[config.mk]
export PLATFORM = sky130hd
export DESIGN_NAME = usb_tx_encoder
export DESIGN_NICKNAME = d
export VERILOG_FILES = /design/src/rtl/usb_pkg.sv /design/src/rtl/usb_crc16.sv /design/src/rtl/usb_tx_encoder.sv
export SDC_FILE = /design/constraint.sdc
export NUM_CORES = 1
export LEC_CHECK = 0
export ABC_CLOCK_PERIOD_IN_PS = 5900
export BUFFER_PORTS_ARGS = -buffer_cell sky130_fd_sc_hd__buf_4
export CELL_PAD_IN_SITES_DETAIL_PLACEMENT = 0
export CELL_PAD_IN_SITES_GLOBAL_PLACEMENT = 1
export CORE_ASPECT_RATIO = 1.25
export CORE_MARGIN = 2
export CORE_UTILIZATION = 28
export DETAILED_ROUTE_END_ITERATION = 10
export HOLD_SLACK_MARGIN = 0.08
export PLACE_DENSITY_LB_ADDON = 0.1
export SYNTH_ARGS = -nofsm -noshare
export SYNTH_HDL_FRONTEND = slang
export SYNTH_HIERARCHICAL = 1
export SYNTH_SLANG_ARGS = --single-unit
[constraint.sdc]
create_clock -name clk -period 5.9 [get_ports clk]
set_clock_uncertainty 0.05 [all_clocks]
set_input_delay 0 -clock clk [delete_from_list [all_inputs] [get_ports clk]]
set_output_delay 0 -clock clk [all_outputs]
set_load 0.05 [all_outputs]
[src/rtl/usb_pkg.sv]
// Shared definitions for the USB full-speed transmit path: line states, FSM
// state codes, SYNC pattern and CRC16 constants.
package usb_pkg;

  // {d_plus, d_minus}
  typedef enum logic [1:0] {
    LINE_SE0 = 2'b00,
    LINE_K   = 2'b01,
    LINE_J   = 2'b10
  } line_t;

  localparam logic [2:0] ST_IDLE    = 3'd0;
  localparam logic [2:0] ST_SYNC    = 3'd1;
  localparam logic [2:0] ST_DATA    = 3'd2;
  localparam logic [2:0] ST_CRC     = 3'd3;
  localparam logic [2:0] ST_EOP_SE0 = 3'd4;
  localparam logic [2:0] ST_EOP_J   = 3'd5;

  localparam logic [7:0]  SYNC_PATTERN = 8'h80;
  localparam logic [15:0] CRC16_POLY   = 16'h8005;
  localparam logic [15:0] CRC16_INIT   = 16'hFFFF;

  function automatic logic [15:0] reflect16(input logic [15:0] v);
    logic [15:0] r;
    for (int i = 0; i < 16; i++) r[i] = v[15-i];
    return r;
  endfunction

  // Raw 0 toggles J/K, raw 1 holds the level.
  function automatic line_t nrzi_next(input line_t cur, input logic raw);
    return raw ? cur : ((cur == LINE_J) ? LINE_K : LINE_J);
  endfunction

endpackage

[src/rtl/usb_crc16.sv]
// Serial USB CRC16 in shift-right form, so the remainder leaves LSB-first.
module usb_crc16
  import usb_pkg::*;
(
  input  logic        clk,
  input  logic        rst,
  input  logic        clr_i,
  input  logic        en_i,
  input  logic        bit_i,
  output logic [15:0] crc_o
);

  localparam logic [15:0] POLY_REFL = reflect16(CRC16_POLY);

  logic [15:0] crc_q;

  always_ff @(posedge clk or posedge rst) begin
    if (rst) begin
      crc_q <= CRC16_INIT;
    end else if (clr_i) begin
      crc_q <= CRC16_INIT;
    end else if (en_i) begin
      crc_q <= (crc_q >> 1) ^ ((crc_q[0] ^ bit_i) ? POLY_REFL : 16'h0000);
    end
  end

  assign crc_o = crc_q;

endmodule

[src/rtl/usb_tx_encoder.sv]
// USB full-speed transmit encoder: SYNC, LSB-first serialisation, bit stuffing,
// NRZI and EOP. Optional CRC16 trailer under macro USB_TX_CRC16_EN.
module usb_tx_encoder
  import usb_pkg::*;
#(
  parameter int unsigned STUFF_LEN    = 6,
  parameter int unsigned EOP_SE0_BITS = 2,
  parameter logic [7:0]  SYNC_BYTE    = SYNC_PATTERN
) (
  input  logic       clk,
  input  logic       rst,
  input  logic       clk_trans,
  input  logic [7:0] tx_data,
  input  logic       tx_valid,
  input  logic       tx_last,
  output logic       tx_ready,
  output logic       tx_busy,
  output logic       tx_underrun,
  output logic       d_plus,
  output logic       d_minus
);

  localparam int unsigned OW = $clog2(STUFF_LEN + 1);

  logic [2:0]    state_q, state_d;
  logic [3:0]    cnt_q, cnt_d, cnt_nxt;
  logic [7:0]    byte_q, byte_d;
  logic          last_q, last_d;
  logic [OW-1:0] ones_q, ones_d;
  line_t         line_q, line_d;
  logic          underrun_q, underrun_d;
  logic          stuff_pending, byte_end, emit, emit_bit, to_eop;
`ifdef USB_TX_CRC16_EN
  logic          pid_q, pid_d, crc_en, crc_clr;
  logic [15:0]   crc;
`endif

  assign stuff_pending = (ones_q == OW'(STUFF_LEN));
  assign byte_end      = (cnt_q == 4'd7);
  assign cnt_nxt       = cnt_q + 4'd1;
  // A pending stuffed bit occupies the bit time, so the next byte waits one.
  assign tx_ready = clk_trans && byte_end && !stuff_pending &&
                    ((state_q == ST_SYNC) || ((state_q == ST_DATA) && !last_q));

  always_comb begin
    // NOTE: every signal gets a default first so no path leaves it unassigned (no latches).
    state_d    = state_q;
    cnt_d      = cnt_q;
    byte_d     = byte_q;
    last_d     = last_q;
    ones_d     = ones_q;
    line_d     = line_q;
    underrun_d = 1'b0;
    emit       = 1'b0;
    emit_bit   = 1'b0;
    to_eop     = 1'b0;
`ifdef USB_TX_CRC16_EN
    pid_d      = pid_q;
    crc_en     = 1'b0;
`endif
    if (clk_trans) begin
      case (state_q)
        ST_IDLE: begin
          line_d = LINE_J;
          if (tx_valid) begin
            state_d  = ST_SYNC;
            cnt_d    = '0;
            emit     = 1'b1;
            emit_bit = SYNC_BYTE[0];
          end
        end
        ST_SYNC, ST_DATA: begin
          if (stuff_pending) begin
            emit = 1'b1;
          end else if (!byte_end) begin
            cnt_d    = cnt_nxt;
            emit     = 1'b1;
            emit_bit = (state_q == ST_SYNC) ? SYNC_BYTE[cnt_nxt[2:0]] : byte_q[cnt_nxt[2:0]];
`ifdef USB_TX_CRC16_EN
            crc_en   = (state_q == ST_DATA) && !pid_q;
`endif
          end else if ((state_q == ST_DATA) && last_q) begin
`ifdef USB_TX_CRC16_EN
            if (!pid_q) begin
              state_d  = ST_CRC;
              cnt_d    = '0;
              emit     = 1'b1;
              emit_bit = ~crc[0];
            end else begin
              to_eop = 1'b1;
            end
`else
            to_eop = 1'b1;
`endif
          end else if (tx_valid) begin
            state_d  = ST_DATA;
            cnt_d    = '0;
            byte_d   = tx_data;
            last_d   = tx_last;
            emit     = 1'b1;
            emit_bit = tx_data[0];
`ifdef USB_TX_CRC16_EN
            pid_d    = (state_q == ST_SYNC);
            crc_en   = (state_q == ST_DATA);
`endif
          end else begin
            underrun_d = 1'b1;
            to_eop     = 1'b1;
          end
        end
`ifdef USB_TX_CRC16_EN
        ST_CRC: begin
          if (stuff_pending) begin
            emit = 1'b1;
          end else if (cnt_q != 4'd15) begin
            cnt_d    = cnt_nxt;
            emit     = 1'b1;
            emit_bit = ~crc[cnt_nxt];
          end else begin
            to_eop = 1'b1;
          end
        end
`endif
        ST_EOP_SE0: begin
          if (cnt_q == 4'(EOP_SE0_BITS - 1)) begin
            state_d = ST_EOP_J;
            line_d  = LINE_J;
          end else begin
            cnt_d  = cnt_nxt;
            line_d = LINE_SE0;
          end
        end
        ST_EOP_J: begin
          state_d = ST_IDLE;
          line_d  = LINE_J;
        end
        default: begin
          state_d = ST_IDLE;
          line_d  = LINE_J;
          ones_d  = '0;
        end
      endcase
    end

    if (emit) begin
      line_d = nrzi_next(line_q, emit_bit);
      ones_d = emit_bit ? ones_q + 1'b1 : '0;
    end
    if (to_eop) begin
      state_d = ST_EOP_SE0;
      cnt_d   = '0;
      line_d  = LINE_SE0;
      ones_d  = '0;
    end
  end

  // NOTE: non-blocking assignments so all registers update from pre-edge values.
  always_ff @(posedge clk or posedge rst) begin
    if (rst) begin
      state_q    <= ST_IDLE;
      cnt_q      <= '0;
      byte_q     <= '0;
      last_q     <= 1'b0;
      ones_q     <= '0;
      line_q     <= LINE_J;
      underrun_q <= 1'b0;
`ifdef USB_TX_CRC16_EN
      pid_q      <= 1'b0;
`endif
    end else begin
      state_q    <= state_d;
      cnt_q      <= cnt_d;
      byte_q     <= byte_d;
      last_q     <= last_d;
      ones_q     <= ones_d;
      line_q     <= line_d;
      underrun_q <= underrun_d;
`ifdef USB_TX_CRC16_EN
      pid_q      <= pid_d;
`endif
    end
  end

`ifdef USB_TX_CRC16_EN
  assign crc_clr = (state_q == ST_IDLE);

  usb_crc16 u_crc (
    .clk   (clk),
    .rst   (rst),
    .clr_i (crc_clr),
    .en_i  (crc_en),
    .bit_i (emit_bit),
    .crc_o (crc)
  );
`endif

  assign tx_busy            = (state_q != ST_IDLE);
  assign tx_underrun        = underrun_q;
  assign {d_plus, d_minus}  = line_q;

endmodule
# ---- Word-level counts from Yosys, hierarchy flattened
# Memories as Yosys holds them, arrays and structs flattened.
# Index checks and enable logic that the tools add are counted.
dict set report totals {
  ff_bits 22
  latchBits 0
  mem_bits_rw 0
  rom_bits 8
  inputBits 13
  out_inout_bits 5
  elab_cells 108
  mem_count 1
}
dict set report op_classes {
  addsub 2
  n_mul 0
  div_mod_pow 0
  n_lt_le_gt_ge 1
  eq_ne 19
  shifts 0
  mux 56
  n_bitwise 2
  reduce_logical 20
}
# name depth width rd rd_clocked_by_memory_dff write_ports line_no
set memory_table {}
lappend memory_table {{(name not given)} 8 1 1 0 0 usb_tx_encoder.sv:78} ;# emit_bit = (state_q == ST_SYNC) ? SYNC_BYTE[cnt_nxt[2:0]] : byte_q[cnt_nxt[2:0]];
# op count
set ops {}
lappend ops {{$mux W3} 13}
lappend ops {{$mux W4} 7}
lappend ops {{$mux W1} 25}
lappend ops {{$ne A3 B3 Y1 const B} 8}
lappend ops {{$mux W2} 6}
lappend ops {{$pmux W4 S3} 1}
lappend ops {{$eq A3 B3 Y1 const B} 3}
lappend ops {{$pmux W3 S3} 1}
lappend ops {{$reduce_and A7 Y1} 1}
lappend ops {{$reduce_and A6 Y1} 1}
lappend ops {{$reduce_bool A3 Y1} 2}
lappend ops {{$logic_and A1 B1 Y1} 5}
lappend ops {{$reduce_and A5 Y1} 1}
lappend ops {{$reduce_or A5 Y1} 1}
lappend ops {{$add A4 B1 Y4 const B} 1}
lappend ops {{$eq A4 B1 Y1 const B} 1}
lappend ops {{$eq A4 B3 Y1 const B} 1}
lappend ops {{$lt A3 B4 Y1 const B} 1}
lappend ops {{$ne A4 B4 Y1 const B} 1}
lappend ops {{$pmux W2 S2} 1}
lappend ops {{$reduce_bool A4 Y1} 1}
lappend ops {{$add A3 B1 Y3 const B} 1}
lappend ops {{$bmux W1 S3} 1}
lappend ops {{$eq A3 B1 Y1 const B} 1}
lappend ops {{other kinds (13)} 15}

# ---- Depth between registers and ports, before layout
# Gate-level depths: netlist of the first run.
dict set report depth {
  depth_word 11
  mapped_depth 7
  ltp_nobuf 7
}

# ---- Least setup slack after synthesis of the first run
# No wires, ideal clock.
dict set report synth_timing {
  path_type {reg-to-output}
  start {register cnt_q[0]}
  end {output port tx_ready}
  t_arrival_ps 2212
  required_ps 5850
  setup_slack_ps 3638
  path_stages_with_launch 5
  path_buffers 0
  cell_sequence {dfrtp_1 -> ha_1 -> nand3b_1 -> or4_4 -> a21oi_1}
}
dict set report synth_between {
  elab_chain_cells 4
}
# item line_no
set synth_rtl {}
lappend synth_rtl {{start, declared} usb_tx_encoder.sv:26} ;# logic [3:0] cnt_q, cnt_d, cnt_nxt;
lappend synth_rtl {{start signal, assigned} usb_tx_encoder.sv:172} ;# cnt_q <= cnt_d;
lappend synth_rtl {{$eq A4 B3 Y1} usb_tx_encoder.sv:39} ;# assign byte_end = (cnt_q == 4'd7);
lappend synth_rtl {{$logic_and A1 B1 Y1 (3 in series)} usb_tx_encoder.sv:42} ;# assign tx_ready = clk_trans && byte_end && !stuff_pending &&
lappend synth_rtl {{end, declared} usb_tx_encoder.sv:16} ;# output logic tx_ready,
# No other way between the ends.

# ---- Worst setup path in the final report of the first run
dict set report layout_timing {
  start {register cnt_q[0]}
  end {register byte_q[5]}
}
dict set report layout_between {
  elab_chain_cells 2
}
# item line_no
set layout_rtl {}
lappend layout_rtl {{$eq A4 B3 Y1} usb_tx_encoder.sv:39}
lappend layout_rtl {{$reduce_and A6 Y1 (no line)} --}
lappend layout_rtl {{end signal, assigned} usb_tx_encoder.sv:173} ;# byte_q <= byte_d;
lappend layout_rtl {{end, declared} usb_tx_encoder.sv:27} ;# logic [7:0] byte_q, byte_d;
# No other way between the ends.
# A chain may end at the register's enable or synchronous reset.

==> results.yml, run 1 <==
run_status:
  status: "finished, final reports clean"
power_and_ir_drop:
  power.total_w: 0.000682
  comb_power_share_pct: 40.7
  seq_power_share_pct: 38.4
  switching_share_pct: 38.3
  internal-power_w: 0.000421
  p_sw_w: 0.000261
  power.density_nw_per_um2: 387
  ir_worst_vdd_uv: 130
  p_clk_share_pct: 20.9
  p_leak_nw: 0.773
setup_path:
  path_cells: "ha_1 -> nand3b_1 -> or4_4 -> nor2_4 -> mux2_2"
  path_buf_inv: 0
  critical-path-slowest-cell: "or4_4"
  crit_path_end_kind: "register"
  cp-start-kind: "register"
  crit_family: "simple AND/OR/NAND/NOR gates"
  criticalPathCategory: "reg -> reg"
  max_stage_delay_ns: 0.60
  critPathArrivalTime_ns: 2.50
  cp.required_ns: 6.01
  path_max_fanout: 9
drt:
  firstDrtPassIters: 4
  ant_nets: 0
  routed_wl_um: 3310
  via_per_inst: 5.07
  routedWlPerCell_um: 14.4
  drc: 0
  drt_first_iter_violations: 94
  via_count: 1167
timing:
  finalHoldViolations: 0
  slew_viol_final: 0
  period_minus_slack_ns: 2.39
  post-route-period-util_pct: 40.4
  final.setup.worst_slack_ns: 3.51
  worst_pin_slew_ns: 0.867
  rsz0062_at_grt: "false"
  setup_viol: 0
  max_freq_mhz: 419
  relSlewSlack_pct: 42.1
  fin_tns_setup_ns: 0
synth:
  synth-simple-area-share_pct: 19.2
  synth_top_family_by_area: "simple AND/OR/NAND/NOR gates"
  synth_area_leaders: "dfrtp_1, mux2_2, ha_1"
  synth_xor_area_share_pct: 1.89
  synth.distinct_cells: 41
  synthAdderAreaFrac_pct: 4.49
  ys_seq_area_share_pct: 39.6
  synth_common_cells: "dfrtp_1, nand2_1, mux2_2, o21ai_0"
  synthArstFlopShare_pct: 100
  netlist_area_um2: 1390
  synth_ff_type: "dfrtp_1"
  netlist_instances: 143
  yosys_warnings: 6
  syn-num-nets: 161
  synth_most_common_cell: "dfrtp_1"
  synth_mux_area_share_pct: 12.0
  ys_ff_latch: 22
  synth_edf_count: 0
  synth_top_area_cell: "dfrtp_1"
  synth_compound_area_share_pct: 18.5
  synth_top_area_share_pct: 37.7
  avgSynthCellArea_um2: 9.74
run:
  maxCapViolCount: 0
global_routing:
  grt_pass1_vias: 1197
  grt_overflow: 0
  grt_max_degree: 23
  grt_usage_pct: 13.3
  antenna_found_initial: 0
  grt_pass1_wl_um: 5770
die:
  die_h_um: 82.8
  die-width_um: 67.1
  die-area_um2: 5560
  fp-row-count: 28
  core_um2: 4760
  ios: 18
  initial_utilization_pct: 29.2
place:
  post-place-ws_ns: 3.50
  globalplace.congestion: 0.774
  hpwl_um: 2500
  dp.cells: 214
  place.port_buffers: 17
cells_and_area:
  fill_cells: 521
  multi_input_area_um2: 782
  finalNonFillerCells: 230
  seqCellArea_um2: 552
  fin_util_pct: 37.0
  insertedDiodeCount: 0
  fin_nets: 189
  drive_above_1_share_pct: 24.1
  synthToLayoutAreaGrowth_pct: 26.5
clocking:
  clk_pin_slew_ns: 0.09
  cts_buffers: 3
  cts_root_buffer: "clkbuf_8"
  htreeDepth: 1
  cts_tree: "done"
  cts_resized: 0
  cts_max_path_buffers: 2
  numClockSinks: 22
  clock_latency_ns: 0.27
hold_path:
  hold_path_class: "in -> async"
-- logic make-up after synthesis --
| family | after synthesis |
|---|---|
| adders and majority gates | 5 |
| and+or+nand+nor | 46 |
| muxes | 13 |
| buffers and inverters | 15 |
| DFF | 22 |
| xor gates and xnor gates | 3 |
| AOI/OAI and AO/OA | 39 |
-- sequential cells by signal (all words and copies together) (netlist names) --
register,flops
line_q,2
ones_q,3
state_q,3
last_q,1
byte_q,8
tx_underrun,1
cnt_q,4
-- metrics by stage --
stage | cell area [um^2] | hold WS, ns
2_1_floorplan | 1390 | -0.0615
3_3_place_gp | 1570 | 0.174
3_5_place_dp | 1570 | 0.187
4_1_cts | 1760 | 0.441
5_1_grt | 1760 | 0.466
6_report | 1760 | 0.416
-- power by group through the flow --
| stage | clock, W | combinational [W] | sequential [W] |
|---|---|---|---|
| after CTS | 0.000147 | 0.000282 | 0.000262 |
| after global placement | 0 | 0.000271 | 0.000264 |
| after global routing | 0.000153 | 0.000309 | 0.000273 |
| final | 0.000143 | 0.000277 | 0.000262 |
| after floorplan | 0 | 0.000207 | 0.000258 |
| after detailed placement | 0 | 0.000273 | 0.000265 |
-- cells in the final DEF (no fill, tap or decap), drive strengths merged, types with 3 or more instances in the layout --
| cell type | count |
|---|---|
| a21oi | 8 |
| a31oi | 5 |
| and2 | 3 |
| buf | 17 |
| clkbuf | 3 |
| dfrtp | 21 |
| dlygate4sd3 | 12 |
| ha | 5 |
| inv | 9 |
| mux2 | 10 |
| nand2 | 13 |
| nand3 | 6 |
| nand3b | 3 |
| nor2 | 4 |
| nor3 | 4 |
| nor3b | 5 |
| o21ai | 9 |
| o31ai | 4 |
-- what timing repair did --
action,4_1_cts,5_1_grt
hold buffers,12,0
setup buffers,0,0
endpoints found under the hold margin,33,0
-- cell type report --
| cell class | count | share of cell area (%) |
|---|---|---|
| clock buffers | 3 | 2.34 |
| repair buffers | 29 | 14.1 |
| flip-flops and latches | 22 | 31.3 |
| multi-input cells | 106 | 44.4 |
| clock inverters | 1 | 1.70 |
| inverters | 9 | 1.92 |
| well taps | 60 | 4.26 |
-- path summary, 6_finish.rpt --
kind / from / endpoint / slack [ns] / cells past startpoint
max in group asynchronous: rst / cnt_q[3]$_DFFE_PP0P_ / 4.85 / 3
min reg2reg: byte_q[4]$_DFFE_PP0P_ / byte_q[4]$_DFFE_PP0P_ / 0.46 / 1
max: cnt_q[0]$_DFFE_PP0P_ / byte_q[5]$_DFFE_PP0P_ / 3.51 / 5
min in group clk: tx_data[4] / byte_q[4]$_DFFE_PP0P_ / 0.45 / 3
min: rst / state_q[0]$_DFFE_PP0P_ / 0.42 / 3
max reg2reg: cnt_q[0]$_DFFE_PP0P_ / byte_q[5]$_DFFE_PP0P_ / 3.51 / 5
-- layer usage --
layer  GRT usage (%)  vias to the layer above  part of all wire, %
li1                -                      576                    -
met1            17.8                      571                   45
met2            21.8                       16                   52
met3            2.03                        4                  1.8
met4            3.90                        0                  1.3
met5               0                        -                    0
-- tightest hold or removal path, delay by kind of cell --
kind                   cells  cell delay [ns]
buffers and inverters      3             1.28
Power figures use the tool's default switching activity.
==> run 2, diff against run 1 <==
--- a/config.mk
+++ b/config.mk
@@ -5,7 +5,7 @@
 export SDC_FILE = /design/constraint.sdc
 export NUM_CORES = 1
 export LEC_CHECK = 0
-export ABC_CLOCK_PERIOD_IN_PS = 5900
+export ABC_CLOCK_PERIOD_IN_PS = 2330
 export BUFFER_PORTS_ARGS = -buffer_cell sky130_fd_sc_hd__buf_4
 export CELL_PAD_IN_SITES_DETAIL_PLACEMENT = 0
 export CELL_PAD_IN_SITES_GLOBAL_PLACEMENT = 1
==> constraint.sdc (replaced) <==
create_clock -name clk -period 2.33 [get_ports clk]
set_clock_uncertainty 0.05 [all_clocks]
set_input_delay 0 -clock clk [delete_from_list [all_inputs] [get_ports clk]]
set_output_delay 0 -clock clk [all_outputs]
set_load 0.05 [all_outputs]
==> run 2 against run 1 <==
Net effect:
- worst hold slack better by 0.0028 ns
- combinational power rose to 2.8 times the previous value
- count of clock-buffer cells in the layout unchanged
- fmax up 8.9%
- clock power rose to 2.5 times the previous value
- largest cell class unchanged
- utilization up 1.5 points
- sequential cell count unchanged
- cell count rose by 3.5%
- largest power group unchanged
- die area stayed put
- sequential share of layout area shrank 1.2 points
- cell area up 4.1%
- sequential power increased by 140%
==> results.yml, run 2 (synthesis results as in run 1) <==
place:
  place.port_buffers: 17
  placed_area_um2: 1630
  dp.cells: 222
  hpwl_um: 2500
  globalplace.congestion: 0.821
  post-place-ws_ns: 0.104
power_and_ir_drop:
  ir_worst_vdd_uv: 397
  internal-power_w: 0.00112
  switching_share_pct: 37.4
  seq_power_share_pct: 35.9
  p_sw_w: 0.000667
  comb_power_share_pct: 43.8
  power.density_nw_per_um2: 972
  p_clk_share_pct: 20.3
  p_leak_nw: 0.816
timing:
  finalHoldViolations: 0
  post-route-period-util_pct: 94.0
  worst_pin_slew_ns: 0.833
  max_freq_mhz: 457
  period_minus_slack_ns: 2.19
  fin_tns_setup_ns: 0
  slew_viol_final: 0
  relSlewSlack_pct: 44.4
  setup_viol: 0
  final.setup.worst_slack_ns: 0.140
  rsz0062_at_grt: "true"
setup_path:
  r2r_slack_ns: 0.14
  crit_start: "ones_q[0]$_DFFE_PP0P_"
  cp.required_ns: 2.44
  critPathCapture: "byte_q[6]$_DFFE_PP0P_"
  reg2reg_from: "ones_q[0]$_DFFE_PP0P_"
  criticalPathCategory: "reg -> reg"
  path_max_fanout: 9
  crit_path_end_kind: "register"
  r2r-end: "byte_q[6]$_DFFE_PP0P_"
  cp-start-kind: "register"
  critPathArrivalTime_ns: 2.30
  reg2reg_depth: 6
die:
  die-area_um2: 5560
  initial_utilization_pct: 29.2
  core_um2: 4760
  die_h_um: 82.8
  die-width_um: 67.1
  ios: 18
  fp-row-count: 28
cells_and_area:
  finalNonFillerCells: 238
  fin_nets: 197
  fill_cells: 510
  drive_above_1_share_pct: 28.1
  final_cell_mix: "buf_4, dfrtp_1, nand2_1, dlygate4sd3_1, mux2_2"
  insertedDiodeCount: 0
  top_register: "byte_q"
  final_area_um2: 1830
  largest_reg_flops: 8
  synthToLayoutAreaGrowth_pct: 31.7
  fin_util_pct: 38.5
  reg_top3: "byte_q x8, cnt_q x4"
  final_common_cell: "buf_4"
drt:
  routedWlPerCell_um: 13.8
  routed_wl_um: 3280
  drc: 0
  via_per_inst: 5.07
  via_count: 1206
  ant_nets: 0
  drt_first_iter_violations: 57
  firstDrtPassIters: 4
clocking:
  cts_tree: "done"
  cts_root_buffer: "clkbuf_8"
  clk_pin_slew_ns: 0.08
  numClockSinks: 22
  cts_max_path_buffers: 2
  clock_latency_ns: 0.26
  post_cts_buffers: 0
  cts_buffers: 3
  htreeDepth: 1
run_status:
  status: "finished, final reports clean"
hold_path:
  hold_path_class: "in -> async"
run:
  maxCapViolCount: 0
global_routing:
  grt_pass1_vias: 1267
  grt_overflow: 0
  grt_usage_pct: 13.4
  grt_pass1_wl_um: 5890
  grt_max_degree: 23
  antenna_found_initial: 0
run 2: changes by cell type in the layout (fill, tap and decap cells not counted), sizes merged:
cell / previous run / this run
buf: 17 / 25
run 2: routing by layer:
| layer | share of wire (%) | wire length (um) | track usage [%] | up-vias |
|---|---|---|---|---|
| li1 | - | - | - | 595 |
| met5 | 0 | 0 | 0 | - |
| met2 | 53 | 1740 | 23.2 | 16 |
| met4 | 1.6 | 51 | 4.45 | 0 |
| met3 | 2.3 | 76 | 2.03 | 5 |
| met1 | 43 | 1420 | 16.4 | 590 |
run 2: power groups by stage:
stage | combinational (W) | sequential [W] | clock, W
2_1_floorplan | 0.000525 | 0.000653 | 0
3_3_place_gp | 0.000767 | 0.000642 | 0
3_5_place_dp | 0.000769 | 0.000647 | 0
4_1_cts | 0.000786 | 0.000639 | 0.000373
5_1_grt | 0.000873 | 0.000663 | 0.000387
6_report | 0.000780 | 0.000640 | 0.000362
run 2: worst min-delay path by stage:
stage / endpoint / slack, ns / depth (start not counted)
floorplan: byte_q[0]$_DFFE_PP0P_ / -0.06 / 1
global route: byte_q[5]$_DFFE_PP0P_ / 0.46 / 3
finish: tx_underrun$_DFF_PP0_ / 0.42 / 3
detailed placement: tx_underrun$_DFF_PP0_ / 0.19 / 2
global placement: tx_underrun$_DFF_PP0_ / 0.18 / 2
CTS: tx_underrun$_DFF_PP0_ / 0.45 / 3
run 2: layout make-up:
type / instances / area [um^2] / area share, %
flip-flops and latches: 22 / 553 / 30.2
multi-input cells: 106 / 793 / 43.2
well taps: 60 / 75.1 / 4.09
inverters: 9 / 33.8 / 1.84
repair buffers: 37 / 308 / 16.8
clock inverters: 1 / 30.0 / 1.64
clock buffers: 3 / 41.3 / 2.25
run 2: through the flow:
step | power (W) | hold slack [ns]
6_report | 0.00178 | 0.419
5_1_grt | 0.00192 | 0.461
4_1_cts | 0.00180 | 0.447
3_5_place_dp | 0.00142 | 0.188
3_3_place_gp | 0.00141 | 0.175
2_1_floorplan | 0.00118 | -0.0615
run 2: worst max-delay path, stage by stage (launching register included):
cell,delay [ns]
dfrtp_1,0.36
inv_1,0.07
ha_1,0.24
a21bo_2,0.25
or4_4,0.48
nor2_4,0.26
mux2_2,0.37
run 2: what timing repair did:
| action | 4_1_cts | 5_1_grt |
|---|---|---|
| gates resized for setup | 0 | 2 |
| setup endpoints to repair | 0 | 3 |
| hold buffers | 12 | 0 |
| endpoints found under the hold margin | 33 | 0 |
